===== config.mk =====
export PLATFORM = sky130hd
export DESIGN_NAME = div_iter_u32_flat
export DESIGN_NICKNAME = d
export VERILOG_FILES = /design/src/rtl/div_iter_u32_if.sv /design/src/rtl/div_iter_u32.sv /design/src/flat_wrapper.sv
export SDC_FILE = /design/constraint.sdc
export NUM_CORES = 1
export LEC_CHECK = 0
export ABC_AREA = 1
export BUFFER_PORTS_ARGS = -buffer_cell sky130_fd_sc_hd__buf_2
export CAP_MARGIN = 5
export CORE_MARGIN = 3
export CORE_UTILIZATION = 30
export DETAILED_ROUTE_END_ITERATION = 8
export SYNTH_ARGS = -nofsm -noshare
export SYNTH_HDL_FRONTEND = slang
export SYNTH_SLANG_ARGS = --single-unit

===== constraint.sdc =====
create_clock -name clk -period 15 [get_ports clk]
set_input_delay 2.25 -clock clk [delete_from_list [all_inputs] [get_ports clk]]
set_output_delay 2.25 -clock clk [all_outputs]
set_load 0.01 [all_outputs]

===== src/rtl/div_iter_u32_if.sv =====
// Operand/result handshake bundle for the iterative divider.
// The master side is the producer/consumer in the execute stage; the slave side is the divider.
interface div_iter_u32_if;
  logic        i_valid;
  logic        i_ready;
  logic [31:0] i_dividend;
  logic [31:0] i_divisor;
  logic        o_valid;
  logic        o_ready;
  logic [31:0] o_quotient;
  logic [31:0] o_remainder;
  logic        o_div_by_zero;

  modport master (
    output i_valid, i_dividend, i_divisor, o_ready,
    input  i_ready, o_valid, o_quotient, o_remainder, o_div_by_zero
  );

  modport slave (
    input  i_valid, i_dividend, i_divisor, o_ready,
    output i_ready, o_valid, o_quotient, o_remainder, o_div_by_zero
  );
endinterface


===== src/rtl/div_iter_u32.sv =====
// Multi-cycle 32-bit unsigned restoring divider (quotient + remainder).
// Retires BITS_PER_CYCLE quotient bits per clock; divide-by-zero follows RISC-V results.
module div_iter_u32 #(
  parameter int unsigned BITS_PER_CYCLE = 1
) (
  input  logic         clk,
  input  logic         rst,
  div_iter_u32_if.slave bus
);

  localparam int unsigned N_STEPS = 32 / BITS_PER_CYCLE;
  localparam int unsigned CNT_W   = 6;

  localparam logic [1:0] IDLE = 2'd0;
  localparam logic [1:0] BUSY = 2'd1;
  localparam logic [1:0] DONE = 2'd2;

  logic [1:0]       state, state_nx;
  logic             accept;
  logic [31:0]      d_q, q_q, r_q;
  logic             dbz_q;
  logic             valid_q;
  logic [CNT_W-1:0] cnt_q;

  logic [31:0]      r_nx, q_nx, r_sh, diff;
  logic             carry, take;

  // a + b + cin with generate/propagate carry form; carry out set means a >= ~b
  function automatic logic [32:0] cla32(input logic [31:0] a, input logic [31:0] b,
                                        input logic cin);
    logic [31:0] g;
    logic [31:0] p;
    logic [32:0] c;
    g    = a & b;
    p    = a ^ b;
    c    = '0;
    c[0] = cin;
    for (int i = 0; i < 32; i++) begin
      c[i+1] = g[i] | (p[i] & c[i]);
    end
    return {c[32], p ^ c[31:0]};
  endfunction

  // Chained restoring steps; r_nx[31] before the shift is the 33rd bit of R'
  always_comb begin
    r_nx  = r_q;
    q_nx  = q_q;
    r_sh  = '0;
    diff  = '0;
    carry = 1'b0;
    take  = 1'b0;
    for (int unsigned i = 0; i < BITS_PER_CYCLE; i++) begin
      r_sh          = {r_nx[30:0], q_nx[31]};
      {carry, diff} = cla32(r_sh, ~d_q, 1'b1);
      take          = r_nx[31] | carry;
      q_nx          = {q_nx[30:0], take};
      r_nx          = take ? diff : r_sh;
    end
  end

  always_ff @(posedge clk) begin
    if (rst) begin
      state <= IDLE;
    end else begin
      state <= state_nx;
    end
  end

  always_comb begin
    state_nx = state;
    accept   = 1'b0;
    case (state)
      IDLE: begin
        if (bus.i_valid) begin
          accept   = 1'b1;
          state_nx = (bus.i_divisor == 32'd0) ? DONE : BUSY;
        end
      end
      BUSY: begin
        if (cnt_q == CNT_W'(N_STEPS - 1)) begin
          state_nx = DONE;
        end
      end
      DONE: begin
        if (bus.o_ready) begin
          state_nx = IDLE;
        end
      end
      default: state_nx = IDLE;
    endcase
  end

  // Operand/result registers double as the output registers
  always_ff @(posedge clk) begin
    if (rst) begin
      d_q     <= '0;
      q_q     <= '0;
      r_q     <= '0;
      dbz_q   <= 1'b0;
      cnt_q   <= '0;
      valid_q <= 1'b0;
    end else begin
      valid_q <= (state_nx == DONE);
      if (accept) begin
        d_q   <= bus.i_divisor;
        cnt_q <= '0;
        if (bus.i_divisor == 32'd0) begin
          q_q   <= 32'hFFFF_FFFF;
          r_q   <= bus.i_dividend;
          dbz_q <= 1'b1;
        end else begin
          q_q   <= bus.i_dividend;
          r_q   <= '0;
          dbz_q <= 1'b0;
        end
      end else if (state == BUSY) begin
        q_q   <= q_nx;
        r_q   <= r_nx;
        cnt_q <= cnt_q + CNT_W'(1);
      end
    end
  end

  // Ready must drop in the same cycle rst is raised, so it is gated by rst directly
  assign bus.i_ready       = (state == IDLE) && !rst;
  assign bus.o_valid       = valid_q;
  assign bus.o_quotient    = q_q;
  assign bus.o_remainder   = r_q;
  assign bus.o_div_by_zero = dbz_q;

endmodule


===== src/flat_wrapper.sv =====
// flat-port wrapper written by rule: the top's interface ports become plain ports
module div_iter_u32_flat 
#(
  parameter int unsigned BITS_PER_CYCLE = 1
)
  (clk, rst, bus_i_valid, bus_i_dividend, bus_i_divisor, bus_o_ready, bus_i_ready, bus_o_valid, bus_o_quotient, bus_o_remainder, bus_o_div_by_zero);
  div_iter_u32_if bus_i ();
  input  logic clk;
  input  logic rst;
  input wire logic [$bits(bus_i.i_valid)-1:0] bus_i_valid;
  input wire logic [$bits(bus_i.i_dividend)-1:0] bus_i_dividend;
  input wire logic [$bits(bus_i.i_divisor)-1:0] bus_i_divisor;
  input wire logic [$bits(bus_i.o_ready)-1:0] bus_o_ready;
  output wire logic [$bits(bus_i.i_ready)-1:0] bus_i_ready;
  output wire logic [$bits(bus_i.o_valid)-1:0] bus_o_valid;
  output wire logic [$bits(bus_i.o_quotient)-1:0] bus_o_quotient;
  output wire logic [$bits(bus_i.o_remainder)-1:0] bus_o_remainder;
  output wire logic [$bits(bus_i.o_div_by_zero)-1:0] bus_o_div_by_zero;
  assign bus_i.i_valid = bus_i_valid;
  assign bus_i.i_dividend = bus_i_dividend;
  assign bus_i.i_divisor = bus_i_divisor;
  assign bus_i.o_ready = bus_o_ready;
  assign bus_i_ready = bus_i.i_ready;
  assign bus_o_valid = bus_i.o_valid;
  assign bus_o_quotient = bus_i.o_quotient;
  assign bus_o_remainder = bus_i.o_remainder;
  assign bus_o_div_by_zero = bus_i.o_div_by_zero;
  div_iter_u32 #(.BITS_PER_CYCLE(BITS_PER_CYCLE)) u_core (.clk(clk), .rst(rst), .bus(bus_i));
endmodule

==> Word level (Yosys, flattened, before mapping) <==
Index checks and enable logic that the tools add are counted.
{ "word_totals": {"out_inout_bits": 67, "register_bits": 106, "input_bits": 68, "elab_cells": 101} }
{ "op_classes": {"eq_ne": 4, "n_reduce_logical": 6, "addsub": 1, "n_mux": 15, "n_bitwise": 68} }
{ "ops": {"columns": ["op", "count"], "rows": [
  ["two-way mux 32 bit", 7],
  ["XOR 32 bit", 2],
  ["bitwise OR 1 bit", 33],
  ["bitwise AND 32 bit", 1],
  ["zero test 32 bit", 1],
  ["inverter 32 bit", 1],
  ["bitwise AND 1 bit", 31],
  ["two-way mux 2 bit", 4],
  ["adder 6 x 1 -> 6 bit, second input constant", 1],
  ["== test 6 x 5 -> 1 bit, second input constant", 1],
  ["case mux 2 bit (3 select lines)", 1],
  ["== test 2 bit, second input constant", 2],
  ["two-way mux 1 bit", 3],
  ["== test 2 x 1 -> 1 bit, second input constant", 1],
  ["zero test 2 bit", 1],
  ["nonzero test 2 bit", 1],
  ["OR reduction 2 bit", 1],
  ["logical AND 1 bit", 1],
  ["zero test 1 bit", 1]
]} }

==> Longest topological paths before layout <==
Gate-level depths: netlist of the first run.
{ "logic_depth": {"word_depth": 69, "depth_mapped": 42, "mapped_depth_nobuf": 41} }

==> Worst setup path after synthesis of the first run <==
OpenSTA, ideal clock, no wires.
{ "synth_path": {"path_kind": "flip-flop to flip-flop", "startpoint": "register u_core.q_q[31] (netlist: u_core.bus.o_quotient[31])", "endpoint": "register u_core.r_q[16] (netlist: u_core.bus.o_remainder[16])", "required_ns": 14.930, "setup_slack_ns": 1.928, "path_stages_with_launch": 42, "n_path_buf": 1, "period_less_slack_ns": 13.072, "t_arrival_ns": 13.002, "setup_time_ns": 0.070, "cell_sequence": "dfxtp_1 inv_1 ha_1 fa_1 fa_1 fa_1 fa_1 fa_1 fa_1 fa_1 fa_1 fa_1 fa_1 fa_1 fa_1 fa_1 fa_1 fa_1 [6 not listed] fa_1 fa_1 fa_1 fa_1 fa_1 fa_1 fa_1 fa_1 fa_1 inv_1 fa_1 nor2_1 inv_2 clkbuf_1 o21ai_0 o21ai_0 inv_1 a21oi_1"} }
{ "synth_between": {"elab_chain_cells": 68, "elab_cells_between_ends": 70, "cone_classes": "3 x mux; 67 x bitwise"} }
{ "synth_lines": {"columns": ["item", "line", "source"], "rows": [
  ["start: declaration", "div_iter_u32.sv:20", "logic [31:0] d_q, q_q, r_q;"],
  ["start signal: assignment", "div_iter_u32.sv:112", "q_q <= bus.i_dividend;"],
  ["start signal: assignment", "div_iter_u32.sv:117", "q_q <= q_nx;"],
  ["bitwise AND 32 bit or XOR 32 bit (tied branches)", "div_iter_u32.sv:34, div_iter_u32.sv:35", null],
  ["bitwise OR 1 bit (*)", "div_iter_u32.sv:39", "c[i+1] = g[i] | (p[i] & c[i]);"],
  ["bitwise AND 1 bit (*)", "div_iter_u32.sv:39", null],
  ["bitwise OR 1 bit (*)", "div_iter_u32.sv:39", null],
  ["bitwise AND 1 bit (*)", "div_iter_u32.sv:39", null],
  ["bitwise OR 1 bit (*)", "div_iter_u32.sv:39", null],
  ["bitwise AND 1 bit (*)", "div_iter_u32.sv:39", null],
  ["bitwise OR 1 bit (*)", "div_iter_u32.sv:39", null],
  ["[52 not listed]", null, null],
  ["bitwise AND 1 bit", "div_iter_u32.sv:39", null],
  ["bitwise OR 1 bit", "div_iter_u32.sv:39", null],
  ["bitwise AND 1 bit", "div_iter_u32.sv:39", null],
  ["bitwise OR 1 bit", "div_iter_u32.sv:39", null],
  ["bitwise OR 1 bit", "div_iter_u32.sv:55", "take = r_nx[31] | carry;"],
  ["two-way mux 32 bit (*)", "div_iter_u32.sv:57", "r_nx = take ? diff : r_sh;"],
  ["two-way mux 32 bit (*)", "div_iter_u32.sv:116", "end else if (state == BUSY) begin"],
  ["two-way mux 32 bit (*)", "div_iter_u32.sv:104", "if (accept) begin"],
  ["end signal: assignment", "div_iter_u32.sv:109", "r_q <= bus.i_dividend;"],
  ["end signal: assignment", "div_iter_u32.sv:118", "r_q <= r_nx;"],
  ["end: declaration", "div_iter_u32.sv:20", null]
]} }
Mark *: on every way between the ends. The rest lies on a longest branch, timed or not. The select of a mux whose other input is x is not followed.
A chain may end at the register's enable or synchronous reset.

==> Worst setup path after layout of the first run <==
{ "layout_path": {"startpoint": "register u_core.q_q[31] (netlist: u_core.bus.o_quotient[31])", "endpoint": "register u_core.r_q[8] (netlist: u_core.bus.o_remainder[8])"} }
{ "layout_between": {"elab_chain_cells": 68, "elab_cells_between_ends": 70, "cone_classes": "3 x mux; 67 x bitwise"} }
{ "layout_lines": {"columns": ["item", "line"], "rows": [
  ["bitwise AND 32 bit or XOR 32 bit (tied branches)", "div_iter_u32.sv:34, div_iter_u32.sv:35"],
  ["bitwise OR 1 bit (*)", "div_iter_u32.sv:39"],
  ["bitwise AND 1 bit (*)", "div_iter_u32.sv:39"],
  ["bitwise OR 1 bit (*)", "div_iter_u32.sv:39"],
  ["bitwise AND 1 bit (*)", "div_iter_u32.sv:39"],
  ["bitwise OR 1 bit (*)", "div_iter_u32.sv:39"],
  ["bitwise AND 1 bit (*)", "div_iter_u32.sv:39"],
  ["bitwise OR 1 bit (*)", "div_iter_u32.sv:39"],
  ["[52 not listed]", null],
  ["bitwise AND 1 bit", "div_iter_u32.sv:39"],
  ["bitwise OR 1 bit", "div_iter_u32.sv:39"],
  ["bitwise AND 1 bit", "div_iter_u32.sv:39"],
  ["bitwise OR 1 bit", "div_iter_u32.sv:39"],
  ["bitwise OR 1 bit", "div_iter_u32.sv:55"],
  ["two-way mux 32 bit (*)", "div_iter_u32.sv:57"],
  ["two-way mux 32 bit (*)", "div_iter_u32.sv:116"],
  ["two-way mux 32 bit (*)", "div_iter_u32.sv:104"]
]} }
Marked as above.

==> flow_metrics.py, run 1 <==
metrics = {
    "status": {
        "outcome": "finished clean",
    },
    "synth": {
        "synthDistinctLibCells": 28,
        "synth_cell_area_sq_um": 5920,
        "synth.yosys.seq_area_share_pct": 35.8,
        "postSynthCellCount": 811,
        "synth.ff_latch_count": 106,
        "synth-warning-count": 0,
        "synth.net_count": 912,
        "synth.avg_cell_area_sq_um": 7.30,
    },
    "global_route": {
        "grt_pass1_wl_um": 27500,
        "global_route.overflow_total": 0,
        "grt_usage_pct": 15.8,
        "grt_antenna_before_repair": 0,
        "grt_max_degree": 129,
        "vias_in_the_first_global_route": 5113,
    },
    "timing": {
        "rsz0062_at_grt": "false",
        "worst-slew-pin-transition_ps": 1140,
        "fin_skew_ps": 9.61,
        "setup_tns_ps": 0,
        "layout_worst_path_cycle_share_pct": 93.7,
        "report.final.hold_viol_count": 0,
        "final-setup-viol-count": 0,
        "final.min_clock_period_ps": 14060,
        "fmax_mhz": 71.1,
        "slew_headroom_pct": 24.2,
        "report.final.slew_viol_count": 0,
    },
    "route": {
        "average_wire_length_per_cell_after_detail_routing_um": 14.4,
        "ant_nets": 0,
        "detailroute.via_count": 5256,
        "drt-total-wl_um": 16900,
        "drcViolationCount": 0,
        "firstDrtPassIters": 4,
        "vias_per_cell": 4.48,
        "drt_first_iter_violations": 290,
    },
    "place": {
        "port_buffers": 134,
        "dp.final_hpwl_um": 11700,
        "post-place-cells": 1157,
        "finalWeightedCongestion": 0.793,
        "dpl_cell_area_sq_um": 6670,
    },
    "floorplan": {
        "initial_utilization_pct": 31.1,
        "floorplan.rows": 50,
        "num_io_pins": 135,
        "fp.dieArea_sq_um": 21500,
        "die_height_um": 146,
        "design.core.area_sq_um": 19000,
        "floorplan.die.width_um": 146,
    },
    "power": {
        "peak_ir_drop_on_the_vdd_network_mv": 0.0506,
        "p_seq_share_pct": 39.3,
        "switching_share_pct": 35.5,
        "cellInternalPower_mw": 0.564,
        "power_density_nw_per_um2": 126,
        "clkPwrFrac_pct": 27.6,
        "power.switching_mw": 0.310,
        "combinationalPowerShare_pct": 33.0,
        "p_leak_nw": 3.34,
    },
    "final_layout": {
        "layout.cells.non_filler": 1173,
        "post_route_cells_drive_above_1_share_pct": 22.2,
        "num-nets-final": 1009,
        "syn2layout_area_growth_pct": 17.6,
        "finalInstanceArea_sq_um": 6960,
        "final.fill_count": 2097,
        "num_antenna_cells": 0,
    },
    "cts": {
        "cts_hold_repair.buffers": 0,
        "cts-buffers-inserted": 9,
        "number_of_setup_buffers_added_after_cts": 0,
        "cts.reportedPaths.clkPinSlew_ps": 80,
        "cts.root.buffer_cell": "sky130_fd_sc_hd__clkbuf_16",
        "ctsHtreeMaxLevel": 3,
        "ctsLongestPathBuffers": 2,
        "worstSkewPairLatency_ps": 350,
        "clock_tree_from_tritoncts": "built",
        "cts-resized-gates": 0,
        "cts_num_sinks": 106,
    },
    "setup_path": {
        "ff2ff_path_depth": 41,
        "path_class": "reg2reg",
        "cpMostUsedCell": "sky130_fd_sc_hd__fa_1",
        "worstReg2RegStart": "u_core.bus.o_quotient[31]",
        "endpoint_class_of_the_critical_path": "register",
        "arrival_time_at_the_worst_endpoint_ps": 14340,
        "timing.critical_path.slowest_stage_cell": "sky130_fd_sc_hd__fa_1",
        "timing.critical_path.fanout_max": 36,
        "rr_endpoint": "u_core.bus.o_remainder[8]",
        "worst_setup_slack_for_register_to_register_paths_ps": 940,
        "worstSetupStartpoint": "u_core.bus.o_quotient[31]",
        "startpoint_type": "register",
        "worst_path_largest_cell_delay_ps": 410,
        "worst_ep_required_time_ps": 15270,
    },
    "hold_path": {
        "timing.hold.worst.class": "reg2reg",
        "worst_hold_startpoint": "u_core.cnt_q[4]",
        "min_delay_worst_endpoint": "u_core.cnt_q[4]",
        "worst_hold_path.num_cells": 1,
    },
    "flow_run": {
        "drv_cap": 0,
    },
}
-- placed cells by master, fill, tap and decap left out --
| cell type | Yosys | layout |
|---|---|---|
| sky130_fd_sc_hd__ha_1 | 2 | 2 |
| sky130_fd_sc_hd__inv_6 | 0 | 1 |
| sky130_fd_sc_hd__nand4_1 | 1 | 1 |
| sky130_fd_sc_hd__nor3_1 | 3 | 3 |
| sky130_fd_sc_hd__a21oi_2 | 10 | 10 |
| sky130_fd_sc_hd__nand2_2 | 1 | 1 |
| sky130_fd_sc_hd__inv_4 | 0 | 1 |
| sky130_fd_sc_hd__inv_1 | 126 | 125 |
| sky130_fd_sc_hd__nand3_1 | 35 | 35 |
| sky130_fd_sc_hd__buf_2 | 21 | 134 |
| sky130_fd_sc_hd__or2_2 | 31 | 31 |
| sky130_fd_sc_hd__nor2_2 | 1 | 1 |
| sky130_fd_sc_hd__fa_1 | 31 | 31 |
| sky130_fd_sc_hd__o21ai_0 | 156 | 156 |
| sky130_fd_sc_hd__clkinv_2 | 0 | 2 |
| sky130_fd_sc_hd__nor2_8 | 1 | 1 |
| sky130_fd_sc_hd__clkinvlp_4 | 0 | 1 |
| sky130_fd_sc_hd__bufinv_16 | 0 | 1 |
| sky130_fd_sc_hd__nand2_4 | 1 | 2 |
| sky130_fd_sc_hd__nand2_1 | 119 | 118 |
| sky130_fd_sc_hd__clkbuf_16 | 0 | 9 |
| sky130_fd_sc_hd__a21oi_1 | 83 | 83 |
| sky130_fd_sc_hd__o21ai_1 | 5 | 5 |
| sky130_fd_sc_hd__xor2_1 | 2 | 2 |
| sky130_fd_sc_hd__xnor2_1 | 1 | 1 |
| sky130_fd_sc_hd__clkbuf_1 | 20 | 1 |
| sky130_fd_sc_hd__clkinv_4 | 0 | 1 |
| sky130_fd_sc_hd__or3_1 | 1 | 1 |
| sky130_fd_sc_hd__nor2_1 | 39 | 39 |
| sky130_fd_sc_hd__inv_2 | 2 | 2 |
| sky130_fd_sc_hd__nor3b_1 | 1 | 1 |
| sky130_fd_sc_hd__buf_4 | 2 | 5 |
| sky130_fd_sc_hd__dfxtp_1 | 106 | 106 |
-- layout make-up --
class | count | area, sq um | share of cell area, %
Multi-Input combinational cell | 524 | 3030 | 43.5
Tap cell | 260 | 325 | 4.67
Timing Repair Buffer | 139 | 708 | 10.2
Clock buffer | 10 | 229 | 3.29
Inverter | 128 | 483 | 6.94
Clock inverter | 6 | 65.1 | 0.935
Sequential cell | 106 | 2120 | 30.5
-- Yosys cell counts, drive strengths merged --
cell | n | area, sq um
o21ai | 161 | 806
nor3b | 1 | 7.51
nand2 | 121 | 464
or2 | 31 | 194
or3 | 1 | 6.26
nand4 | 1 | 6.26
fa | 31 | 621
xor2 | 2 | 17.5
clkbuf | 22 | 85.1
nor3 | 3 | 15.0
inv | 128 | 480
a21oi | 93 | 503
nor2 | 41 | 173
nand3 | 35 | 175
xnor2 | 1 | 8.76
dfxtp | 106 | 2120
buf | 31 | 210
ha | 2 | 25.0
-- stage by stage --
step	util (%)	setup WS [ps]	hold WS (ps)	total power, mW
2_1_floorplan	-	1930	443	0.554
3_3_place_gp	35.1	1070	472	0.637
3_5_place_dp	35.1	988	473	0.639
4_1_cts	36.6	951	482	0.888
5_1_grt	36.6	162	523	0.952
6_report	36.6	939	475	0.874
-- state kept, by name, summed over array words and instances (netlist names) --
name                      cells
u_core.bus.o_quotient        32
u_core.bus.o_remainder       32
u_core.d_q                   32
u_core.cnt_q                  6
u_core.state                  2
u_core.bus.o_div_by_zero      1
u_core.bus.o_valid            1
-- power groups by stage --
stage	combinational [mW]	sequential (mW)	clock [mW]
after floorplan	0.199	0.355	0
after global placement	0.287	0.350	0
after detailed placement	0.289	0.350	0
after CTS	0.292	0.344	0.251
after global routing	0.340	0.350	0.262
final	0.289	0.344	0.241
-- logic make-up (layout without fill, tap and decap cells) --
| kind of cell | after synthesis | count (layout) | synth area share, % |
|---|---|---|---|
| compound gates | 254 | 254 | 22.1 |
| xor+xnor | 3 | 3 | 0.444 |
| fa+ha+maj | 33 | 33 | 10.9 |
| buf+inv | 181 | 283 | 13.1 |
| flops | 106 | 106 | 35.8 |
| simple gates | 234 | 234 | 17.6 |
-- routing by layer --
layer | vias up | share of wire, % | GRT usage [%]
met5 | - | 0 | 0
met4 | 0 | 0.97 | 4.23
met3 | 9 | 4.9 | 3.51
met2 | 90 | 46 | 24.8
met1 | 2392 | 49 | 22.0
li1 | 2765 | - | -
-- how the worst max path moves through the flow --
stage / end / slack (ps) / depth (start not counted)
2_1_floorplan: u_core.bus.o_remainder[16] / 1930 / 41
3_3_place_gp: u_core.bus.o_remainder[8] / 1070 / 42
3_5_place_dp: u_core.bus.o_remainder[6] / 990 / 42
4_1_cts: u_core.bus.o_remainder[8] / 950 / 41
5_1_grt: u_core.bus.o_remainder[10] / 160 / 41
6_report: u_core.bus.o_remainder[8] / 940 / 41
-- critical path, delay by kind of cell (launching register included) --
family                   cells  cell delay (ps)
AO/OA/AOI/OAI                3              400
flip-flops                   1              360
buffers and inverters        5              930
adder cells (fa/ha/maj)     32            12190
AND/OR/NAND/NOR              1               70
Note: power is estimated with default switching activity, not from simulation.
==> run 2: changes to the inputs <==
--- a/config.mk
+++ b/config.mk
@@ -8,7 +8,7 @@
 export ABC_AREA = 1
 export BUFFER_PORTS_ARGS = -buffer_cell sky130_fd_sc_hd__buf_2
 export CAP_MARGIN = 5
-export CORE_MARGIN = 3
+export CORE_MARGIN = 4
 export CORE_UTILIZATION = 30
 export DETAILED_ROUTE_END_ITERATION = 8
 export SYNTH_ARGS = -nofsm -noshare
==> run 2 against run 1 <==
  * Global-route usage shrank 0.29 points
  * Count of clock-buffer cells in the layout grew 3
  * Sequential share of layout area shrank 0.11 points
  * Combinational power is essentially flat
  * Non-clock buffer count shrank 1
  * Power grew 2.5%
  * Clock skew shrank 2.9 ps
  * Fmax shrank 0.86%
  * First-iteration DRC count shrank 1.0%
  * Wire length grew 0.66%
  * Worst setup slack lost 120 ps
  * Largest power group unchanged
==> flow_metrics.py, run 2 (synthesis gave the netlist of run 1 again) <==
metrics = {
    "status": {
        "outcome": "finished clean",
    },
    "cts": {
        "ctsLongestPathBuffers": 2,
        "clock_tree_from_tritoncts": "built",
        "cts-resized-gates": 0,
        "ctsHtreeMaxLevel": 3,
        "number_of_setup_buffers_added_after_cts": 0,
        "cts-buffers-inserted": 9,
        "cts.root.buffer_cell": "sky130_fd_sc_hd__clkbuf_16",
        "cts_num_sinks": 106,
        "cts.reportedPaths.clkPinSlew_ps": 70,
        "worstSkewPairLatency_ps": 350,
        "cts_hold_repair.buffers": 0,
    },
    "timing": {
        "setup_tns_ps": 0,
        "final-setup-viol-count": 0,
        "rsz0062_at_grt": "false",
        "slew_headroom_pct": 24.2,
        "report.final.hold_viol_count": 0,
        "fin_skew_ps": 6.74,
        "report.final.slew_viol_count": 0,
        "worst-slew-pin-transition_ps": 1140,
        "final.min_clock_period_ps": 14180,
        "layout_worst_path_cycle_share_pct": 94.6,
        "fmax_mhz": 70.5,
    },
    "power": {
        "p_leak_nw": 3.35,
        "peak_ir_drop_on_the_vdd_network_mv": 0.0537,
        "power_density_nw_per_um2": 128,
    },
    "route": {
        "drt-total-wl_um": 17000,
        "drcViolationCount": 0,
        "ant_nets": 0,
        "drt_first_iter_violations": 287,
        "firstDrtPassIters": 4,
        "vias_per_cell": 4.56,
        "detailroute.via_count": 5365,
        "average_wire_length_per_cell_after_detail_routing_um": 14.4,
    },
    "global_route": {
        "grt_usage_pct": 15.5,
        "groute.layer.met1.usage_pct": 21.3,
        "global_route.overflow_total": 0,
        "vias_in_the_first_global_route": 5093,
        "grt.met3_usage_pct": 4.14,
        "grt_max_degree": 129,
        "grt_busiest_layer": "met2",
        "grt_use_met2_pct": 23.5,
        "grt_pass1_wl_um": 27200,
        "grt_antenna_before_repair": 0,
    },
    "setup_path": {
        "path_delay_family": "adder cells",
        "rr_endpoint": "u_core.bus.o_remainder[21]",
        "critPathCapture": "u_core.bus.o_remainder[21]",
        "worst_path_largest_cell_delay_ps": 430,
        "ff2ff_path_depth": 42,
        "critPathBufInv": 5,
        "timing.critical_path.fanout_max": 33,
        "path_class": "reg2reg",
        "arrival_time_at_the_worst_endpoint_ps": 14420,
        "worst_setup_slack_for_register_to_register_paths_ps": 820,
        "endpoint_class_of_the_critical_path": "register",
        "worst_ep_required_time_ps": 15240,
        "cpMostUsedCell": "sky130_fd_sc_hd__fa_1",
        "timing.critical_path.slowest_stage_cell": "sky130_fd_sc_hd__fa_1",
        "cp.depth": 42,
        "startpoint_type": "register",
        "worstSetupStartpoint": "u_core.bus.o_quotient[31]",
        "worstReg2RegStart": "u_core.bus.o_quotient[31]",
    },
    "place": {
        "finalWeightedCongestion": 0.796,
        "dp.final_hpwl_um": 11800,
        "port_buffers": 134,
    },
    "floorplan": {
        "design.core.area_sq_um": 19500,
        "floorplan.die.width_um": 148,
        "fp.dieArea_sq_um": 22000,
        "initial_utilization_pct": 30.4,
        "num_io_pins": 135,
        "floorplan.rows": 51,
        "die_height_um": 148,
    },
    "final_layout": {
        "multi_input_comb_area_sq_um": 3030,
        "num-nets-final": 1008,
        "num_antenna_cells": 0,
        "syn2layout_area_growth_pct": 18.0,
        "commonest_cells_after_routing_fill_and_taps_aside": "sky130_fd_sc_hd__o21ai_0 (156), sky130_fd_sc_hd__buf_2 (134), sky130_fd_sc_hd__inv_1 (125)",
        "final-seq-area_sq_um": 2120,
        "layout.cells.most_common": "sky130_fd_sc_hd__o21ai_0",
        "finalCoreUtilization_pct": 35.9,
        "post_route_cells_drive_above_1_share_pct": 22.0,
        "final.fill_count": 2096,
    },
    "flow_run": {
        "drv_cap": 0,
    },
    "hold_path": {
        "timing.hold.worst.class": "reg2reg",
        "worst_hold_startpoint": "u_core.cnt_q[4]",
    },
}
run 2: changes by cell type in the layout (fill, tap and decap cells not counted):
cell	previous run	this run
sky130_fd_sc_hd__clkbuf_1	1	2
sky130_fd_sc_hd__buf_4	5	4
sky130_fd_sc_hd__clkinvlp_4	1	0
sky130_fd_sc_hd__clkinv_2	2	0
sky130_fd_sc_hd__bufinv_16	1	2
sky130_fd_sc_hd__clkinv_4	1	0
sky130_fd_sc_hd__clkbuf_8	0	2
sky130_fd_sc_hd__inv_6	1	0
run 2: worst min path at each step:
stage	end	depth (start not counted)	slack, ps
6_report	u_core.cnt_q[4]	1	480
4_1_cts	u_core.cnt_q[4]	1	480
2_1_floorplan	u_core.cnt_q[4]	1	440
3_5_place_dp	u_core.cnt_q[4]	1	470
5_1_grt	u_core.cnt_q[1]	2	510
3_3_place_gp	u_core.cnt_q[4]	1	470
run 2: area by class of cell:
type                    count  share of cell area (%)
clock buffers              13                    3.72
clock inverters             2                   0.860
inverters                 128                    6.91
multi-input cells         524                    43.4
flip-flops and latches    106                    30.4
well taps                 265                    4.75
repair buffers            138                    10.0
run 2: through the flow:
stage	cells	area, sq um	hold WS (ps)	power (mW)	setup slack (ps)
after floorplan	811	5920	443	0.554	1930
after global placement	1161	6670	472	0.635	1040
after detailed placement	1161	6670	474	0.641	857
after CTS	1176	6990	484	0.912	779
after global routing	1176	6990	507	0.972	171
final	1176	6990	484	0.896	816
run 2: power breakdown:
part	leakage, nW	switching (mW)	internal [mW]
clock network	0.156	0.108	0.155
registers	0.878	0.0289	0.315
logic	2.31	0.171	0.118
total	3.35	0.308	0.588
run 2: layer usage:
metal / share of wire [%] / vias to the layer above
li1: - / 2767
met1: 48 / 2472
met2: 44 / 103
met3: 5.1 / 23
met4: 2.3 / 0
met5: 0 / -
